**config.mk**
```make
export PLATFORM = sky130hd
export DESIGN_NAME = modn_updown_counter
export DESIGN_NICKNAME = d
export VERILOG_FILES = /design/src/rtl/modn_updown_counter.sv
export SDC_FILE = /design/constraint.sdc
export NUM_CORES = 1
export LEC_CHECK = 0
export CORE_MARGIN = 10
export CORE_UTILIZATION = 49
export DETAILED_ROUTE_END_ITERATION = 12
export PLACE_DENSITY = 0.74
export SLEW_MARGIN = 20
export SYNTH_ARGS = -nofsm -noshare
export SYNTH_HDL_FRONTEND = slang
export SYNTH_SLANG_ARGS = --single-unit
```
**constraint.sdc**
```tcl
create_clock -name clk -period 7.97 [get_ports clk]
set_input_delay 1.1955 -clock clk [delete_from_list [all_inputs] [get_ports clk]]
set_output_delay 1.1955 -clock clk [all_outputs]
set_load 0.03 [all_outputs]
```
**src/rtl/modn_updown_counter.sv**
```systemverilog
// modn_updown_counter: programmable-modulus up/down counter with shadowed modulus
// Ports:
//   clk, rst        clock (rising edge), asynchronous active-high reset
//   en, up, sat     count enable, direction (1 = up), saturate mode (1 = hold at boundary)
//   load, load_val  synchronous load, clamped to the active range
//   mod_wr, mod_in  modulus write request; values below 2 are ignored
//   ovf_clr         clear for the sticky overflow flag
//   q               count value in 0..mod_cur-1
//   tc              terminal count, combinational, cascades into the next stage's en
//   ovf             sticky wrap/saturate flag
//   mod_cur         active modulus
//   mod_pend        a shadow modulus is waiting for a safe boundary
module modn_updown_counter #(
   parameter int WIDTH       = 8,
   parameter int DEFAULT_MOD = 10
) (
   input  logic             clk,
   input  logic             rst,
   input  logic             en,
   input  logic             up,
   input  logic             sat,
   input  logic             load,
   input  logic [WIDTH-1:0] load_val,
   input  logic             mod_wr,
   input  logic [WIDTH-1:0] mod_in,
   input  logic             ovf_clr,
   output logic [WIDTH-1:0] q,
   output logic             tc,
   output logic             ovf,
   output logic [WIDTH-1:0] mod_cur,
   output logic             mod_pend
);
   logic [WIDTH-1:0] shadow, m_next, m_top, q_cnt, q_nxt;
   logic             term, apply, wr_ok;
   always_comb begin
      term   = up ? (q == mod_cur - 1'b1) : (q == '0);
      tc     = en && !load && term;
      // the shadow modulus is only swapped in where the sequence restarts or is idle
      apply  = mod_pend && (load || !en || tc);
      m_next = apply ? shadow : mod_cur;
      m_top  = m_next - 1'b1;
      wr_ok  = mod_wr && (mod_in >= WIDTH'(2));
      q_cnt  = load ? ((load_val < m_next) ? load_val : m_top)
             : !en  ? q
             : tc   ? (sat ? q : (up ? '0 : m_top))
             : (up ? q + 1'b1 : q - 1'b1);
      // a smaller modulus must pull a held count back into range on the same edge
      q_nxt  = (apply && q_cnt > m_top) ? m_top : q_cnt;
   end
   always_ff @(posedge clk or posedge rst) begin
      if (rst) begin
         q        <= '0;
         ovf      <= 1'b0;
         mod_cur  <= WIDTH'(DEFAULT_MOD);
         shadow   <= '0;
         mod_pend <= 1'b0;
      end else begin
         q        <= q_nxt;
         ovf      <= tc ? 1'b1 : (ovf_clr ? 1'b0 : ovf);
         mod_cur  <= m_next;
         shadow   <= wr_ok ? mod_in : shadow;
         mod_pend <= wr_ok || (mod_pend && !apply);
      end
   end
endmodule

```
After elaboration in Yosys (flattened, before gate mapping)
Cells that the tools add are included.
Widths: inputs -> output; s select.
{ "totals": {"register_bits": 26, "in_bits": 24, "output_inout_bits": 19, "word_cells": 39} }
{ "classes": {"n_addsub": 4, "magnitude_cmp": 3, "eq_ne": 1, "n_mux": 12, "reduce_logical": 14} }
{ "ops": {"columns": ["cell", "count"], "rows": [
  ["$mux 8", 9],
  ["$sub 8x1->8 const B", 3],
  ["$add 8x1->8 const B", 1],
  ["$eq 8x8->1", 1],
  ["$ge 8x2->1 const B", 1],
  ["$gt 8x8->1", 1],
  ["$logic_not 8->1", 1],
  ["$lt 8x8->1", 1],
  ["$logic_and 1x1->1", 6],
  ["$logic_not 1->1", 3],
  ["$logic_or 1x1->1", 3],
  ["$mux 1", 3],
  ["$reduce_bool 2->1", 1]
]} }

Logic depth before layout (Yosys ltp)
{ "logic_depth": {"word_depth": 16, "ltp_mapped": 30, "depth_no_buf": 26} }

Worst setup path after synthesis
Ideal clock, no wire load.
{ "synth_path": {"kind": "reg2reg", "start": "reg mod_cur[0]", "end": "reg q[7]", "setup_ns": 0.083, "arrival_time_ns": 6.240, "t_required_ns": 7.887, "path_slack_ns": 1.648, "stages_incl_launch_ff": 28, "path_buffers": 3, "synth_period_minus_slack_ns": 6.322, "path_cell_list": "dfrtp_1 inv_1 ha_1 or3_1 a31o_1 or4_1 buf_2 o21ai_1 nand2_1 buf_2 mux2_2 inv_1 ha_1 a21oi_1 o21ai_0 o31ai_2 buf_2 nor2_1 o21ai_0 nand3_1 ha_1 nand3_1 nor2_1 nand2_1 or4b_4 a31oi_4 mux2_2 o21ai_0"} }
{ "synth_between": {"elab_chain_len": 16, "word_cells_on_any_way": 18, "cone_classes": "2 x add/sub; 2 x order compare; 1 x eq/ne; 9 x mux; 4 x reduce/logical"} }
{ "synth_lines": {"columns": ["element", "line_no", "text"], "rows": [
  ["start, declared", "30", "output logic [WIDTH-1:0] mod_cur,"],
  ["start signal, assigned", "54", "mod_cur <= WIDTH'(DEFAULT_MOD);"],
  ["start signal, assigned", "60", "mod_cur <= m_next;"],
  ["$sub 8x1->8 (*)", "36", "term = up ? (q == mod_cur - 1'b1) : (q == '0);"],
  ["$eq 8x8->1 (*)", "36", null],
  ["$mux 1 (*)", "36", null],
  ["$logic_and 1x1->1 (*)", "37", "tc = en && !load && term;"],
  ["$logic_or 1x1->1 (*)", "39", "apply = mod_pend && (load || !en || tc);"],
  ["$logic_and 1x1->1 (*)", "39", null],
  ["$mux 8 (*)", "40", "m_next = apply ? shadow : mod_cur;"],
  ["net m_next[5]", "33", "logic [WIDTH-1:0] shadow, m_next, m_top, q_cnt, q_nxt;"],
  ["$sub 8x1->8", "41", "m_top = m_next - 1'b1;"],
  ["$mux 8 (3 in a row)", "45", ": tc ? (sat ? q : (up ? '0 : m_top))"],
  ["$mux 8", "44", ": !en ? q"],
  ["$mux 8", "43", "q_cnt = load ? ((load_val < m_next) ? load_val : m_top)"],
  ["$gt 8x8->1", "48", "q_nxt = (apply && q_cnt > m_top) ? m_top : q_cnt;"],
  ["$logic_and 1x1->1", "48", null],
  ["$mux 8 (*)", "48", null],
  ["net q_nxt[7]", "33", null],
  ["end signal, assigned", "58", "q <= q_nxt;"],
  ["end, declared", "27", "output logic [WIDTH-1:0] q,"]
]} }
Mark *: on every way through the listed nets, which the timed path passes. The rest lies on a longest branch.
A chain may end at the register's enable or synchronous reset.

Worst setup path in the final report
{ "layout_path": {"start": "in up", "end": "reg q[7]"} }
{ "layout_between": {"elab_chain_len": 14, "word_cells_on_any_way": 17, "cone_classes": "1 x add/sub; 2 x order compare; 10 x mux; 4 x reduce/logical"} }
{ "layout_lines": {"columns": ["element", "line_no", "text"], "rows": [
  ["start, declared", "20", "input logic up,"],
  ["$mux 1 (*)", "36", null],
  ["$logic_and 1x1->1 (*)", "37", null],
  ["$logic_or 1x1->1 (*)", "39", null],
  ["$logic_and 1x1->1 (*)", "39", null],
  ["$mux 8 (*)", "40", null],
  ["net m_next[5]", "33", null],
  ["$sub 8x1->8", "41", null],
  ["$mux 8 (3 in a row)", "45", null],
  ["$mux 8", "44", null],
  ["$mux 8", "43", null],
  ["$gt 8x8->1", "48", null],
  ["$logic_and 1x1->1", "48", null],
  ["$mux 8 (*)", "48", null],
  ["net q_nxt[7]", "33", null]
]} }
Marked as above.

==> results.py <==
metrics = {
    "clock_network": {
        "clk_pin_slew_worst_paths_ns": 0.10,
        "cts_buffers": 3,
        "cts_tree": "done",
        "clock_latency_ns": 0.28,
        "postCtsSetupRepairBufs": 0,
        "ctsResizeCount": 0,
        "clock_path_buffers": 2,
        "cts-root-buf": "clkbuf_8",
        "h-tree-depth": 1,
        "cts_hold_buf": 0,
        "cts_sinks": 26,
    },
    "die": {
        "die_area_mm2": 0.00921,
        "core_region_area_mm2": 0.00554,
        "ios": 43,
        "rows": 27,
        "die_x_um": 96.0,
        "fp.dieH_um": 96.0,
        "start_util": 0.510,
    },
    "routing": {
        "drcViolationCount": 0,
        "wl_um": 7870,
        "dr.pass1.iters": 5,
        "num_vias": 2717,
        "drtIter0Drc": 144,
        "routed_via_density": 5.91,
        "drtAntennaViolNets": 0,
        "wl_per_cell_um": 17.1,
    },
    "sta": {
        "period_needed_ns": 7.26,
        "slew_headroom": 0.364,
        "hold-worst-slack_ns": 0.533,
        "rsz0062_at_grt": "no",
        "max_freq_mhz": 138,
        "final_hold_viol_count": 0,
        "finalSetupTns_ns": 0,
        "setup_viol": 0,
        "finalMaxSlewViolations": 0,
        "tightest_slew_ns": 0.947,
        "finClkSkew_ns": 0.00593,
        "period_share": 0.911,
    },
    "cells_and_area": {
        "multi_input_area_mm2": 0.00202,
        "regArea_um2": 653,
        "syn_to_final_growth_pct": 19.7,
        "fillCellCount": 512,
        "fin_nets": 436,
        "antenna_cells": 0,
        "drive_gt1_frac": 0.0851,
    },
    "global_route": {
        "grt_pass1_vias": 2598,
        "grt_overflow": 0,
        "grt_max_degree": 27,
        "grt_usage": 0.175,
        "grt_antenna_before_repair": 0,
        "grt_pass1_wl_um": 13000,
    },
    "setup_path": {
        "cp_data_arrival_time_ns": 7.46,
        "path_buf_inv": 3,
        "crit_type": "primary input to flop",
        "setup.worst_path.end_class": "flop",
        "cp_max_fo": 15,
        "cp_top_family": "simple AND/OR/NAND/NOR gates",
        "path_cells": "clkdlybuf4s50_1 > nand3_1 > or4_1 > o21ai_1 > nand2_1 > mux2_2 > inv_1 > ha_1 > a21oi_1 > o21ai_0 > o31ai_2 > buf_4 > mux2i_1 > a21oi_1 > ha_1 > nand3_1 > nor2_1 > nand2_1 > or4b_4 > a31oi_4 > mux2_2 > o21ai_0",
        "crit_path_start_kind": "primary input",
        "slowest_delay_ns": 0.74,
        "cp.required_ns": 8.18,
        "crit_slowest_cell": "o31ai_2",
    },
    "logic_synthesis": {
        "syn-cell-area_mm2": 0.00283,
        "ys_top_cells_by_area": "dfrtp_1, ha_1, nand2_1",
        "synth_edf_count": 0,
        "synth_top_cell_area_share": 0.212,
        "seq_area_frac_synth": 0.231,
        "synth_top_cell_by_area": "dfrtp_1",
        "synth-async-reset-ratio": 1.00,
        "synth_ff_type": "dfrtp_1",
        "syn-num-nets": 396,
        "synth_area_per_cell_um2": 8.10,
        "ys_ff_latch": 26,
        "yosys_warnings": 0,
        "synth_cell_types": 68,
        "synth_cells": 349,
    },
    "min_path": {
        "min_path_type": "flop to flop",
    },
    "status": {
        "status": "finished clean",
    },
    "power_and_ir_drop": {
        "power_uw": 1040,
        "p_leak_uw": 0.00144,
        "pwr_density_cell_mw_per_mm2": 307,
        "ir_drop_v": 0.000138,
    },
    "placement": {
        "dpl.hpwl_um": 6470,
        "place.gp.congestion": 0.967,
        "port_buffers": 42,
    },
    "flow_run": {
        "maxCapViolCount": 0,
    },
}
[sequential cells by signal, summed over array words and instances, names as in the netlist]
name	count
q	8
mod_cur	8
ovf	1
shadow	8
mod_pend	1
[layer usage]
metal,vias up,GRT usage,wire (um)
li1,1341,-,-
met1,1269,0.241,3660
met2,97,0.282,3640
met3,10,0.0195,469
met4,0,0.0479,106
met5,-,0,0
[logic make-up after synthesis]
kind of cell,Yosys count,synth area share
AO/OA/AOI/OAI,92,0.236
XOR/XNOR,25,0.0775
AND/OR/NAND/NOR,131,0.238
adder cells (fa/ha/maj),23,0.104
multiplexers,16,0.0589
flip-flops,26,0.231
buffers and inverters,36,0.0544
[per-stage QoR]
stage,cells,area (um2),utilization,setup slack [ns]
floorplan,349,2830,-,1.65
global placement,456,3310,0.598,0.575
detailed placement,456,3310,0.598,0.470
CTS,460,3380,0.610,0.749
global route,460,3380,0.610,0.0286
finish,460,3380,0.610,0.711
[area by class of cell]
class                   instances  area share
multi-input cells             287       0.597
flip-flops and latches         26       0.193
repair buffers                 47       0.135
inverters                      24      0.0266
well taps                      72      0.0266
clock buffers                   3      0.0122
clock inverters                 1     0.00888
[worst paths after layout]
| path | start | endpoint | slack [ns] | depth (start not counted) |
|---|---|---|---|---|
| setup / recovery | up | q[7] | 0.71 | 22 |
| hold / removal | ovf | ovf | 0.53 | 2 |
| setup reg to reg | mod_cur[1] | q[7] | 0.85 | 24 |
| hold reg to reg | ovf | ovf | 0.53 | 2 |
| max in group asynchronous | rst | mod_cur[2] | 6.22 | 2 |
| min in group asynchronous | rst | mod_cur[5] | 1.31 | 2 |
[cells in the mapped netlist (4+ instances only)]
cell type / instances
nor2b_1: 5
a211oi_1: 4
a21oi_1: 18
nand3_1: 12
o21ai_0: 21
clkbuf_1: 7
nor3_1: 14
dfrtp_1: 24
nand3b_1: 4
inv_1: 24
nor3b_1: 4
a21o_1: 4
o21a_1: 4
xor2_1: 10
ha_1: 22
nor2_1: 27
nand2_1: 44
mux2_2: 5
mux2i_1: 11
xnor2_1: 15
[where the power goes]
group          internal, uW  switching, uW
clock                  67.3           44.4
combinational           301            374
sequential              167           83.5
total                   535            502
[worst min-delay path: stages (launching register included)]
cell     delay (ns)
dfrtp_1        0.39
inv_1          0.05
o21ai_0        0.06
[placed cells by master (no fill, tap or decap), drive strengths merged, types with 4 or more instances in the layout]
cell type      count
nand2             44
xor2              10
xnor2             15
nand3             12
buf                5
a211oi             7
a21oi             20
clkdlybuf4s50     42
o21a               4
nand3b             4
mux2i             11
o21ai             26
dfrtp             24
nor3b              4
ha                22
nor3              14
a21o               4
nor2              28
mux2               5
inv               23
nor2b              6
No activity file was read; power rests on OpenSTA's default activity.
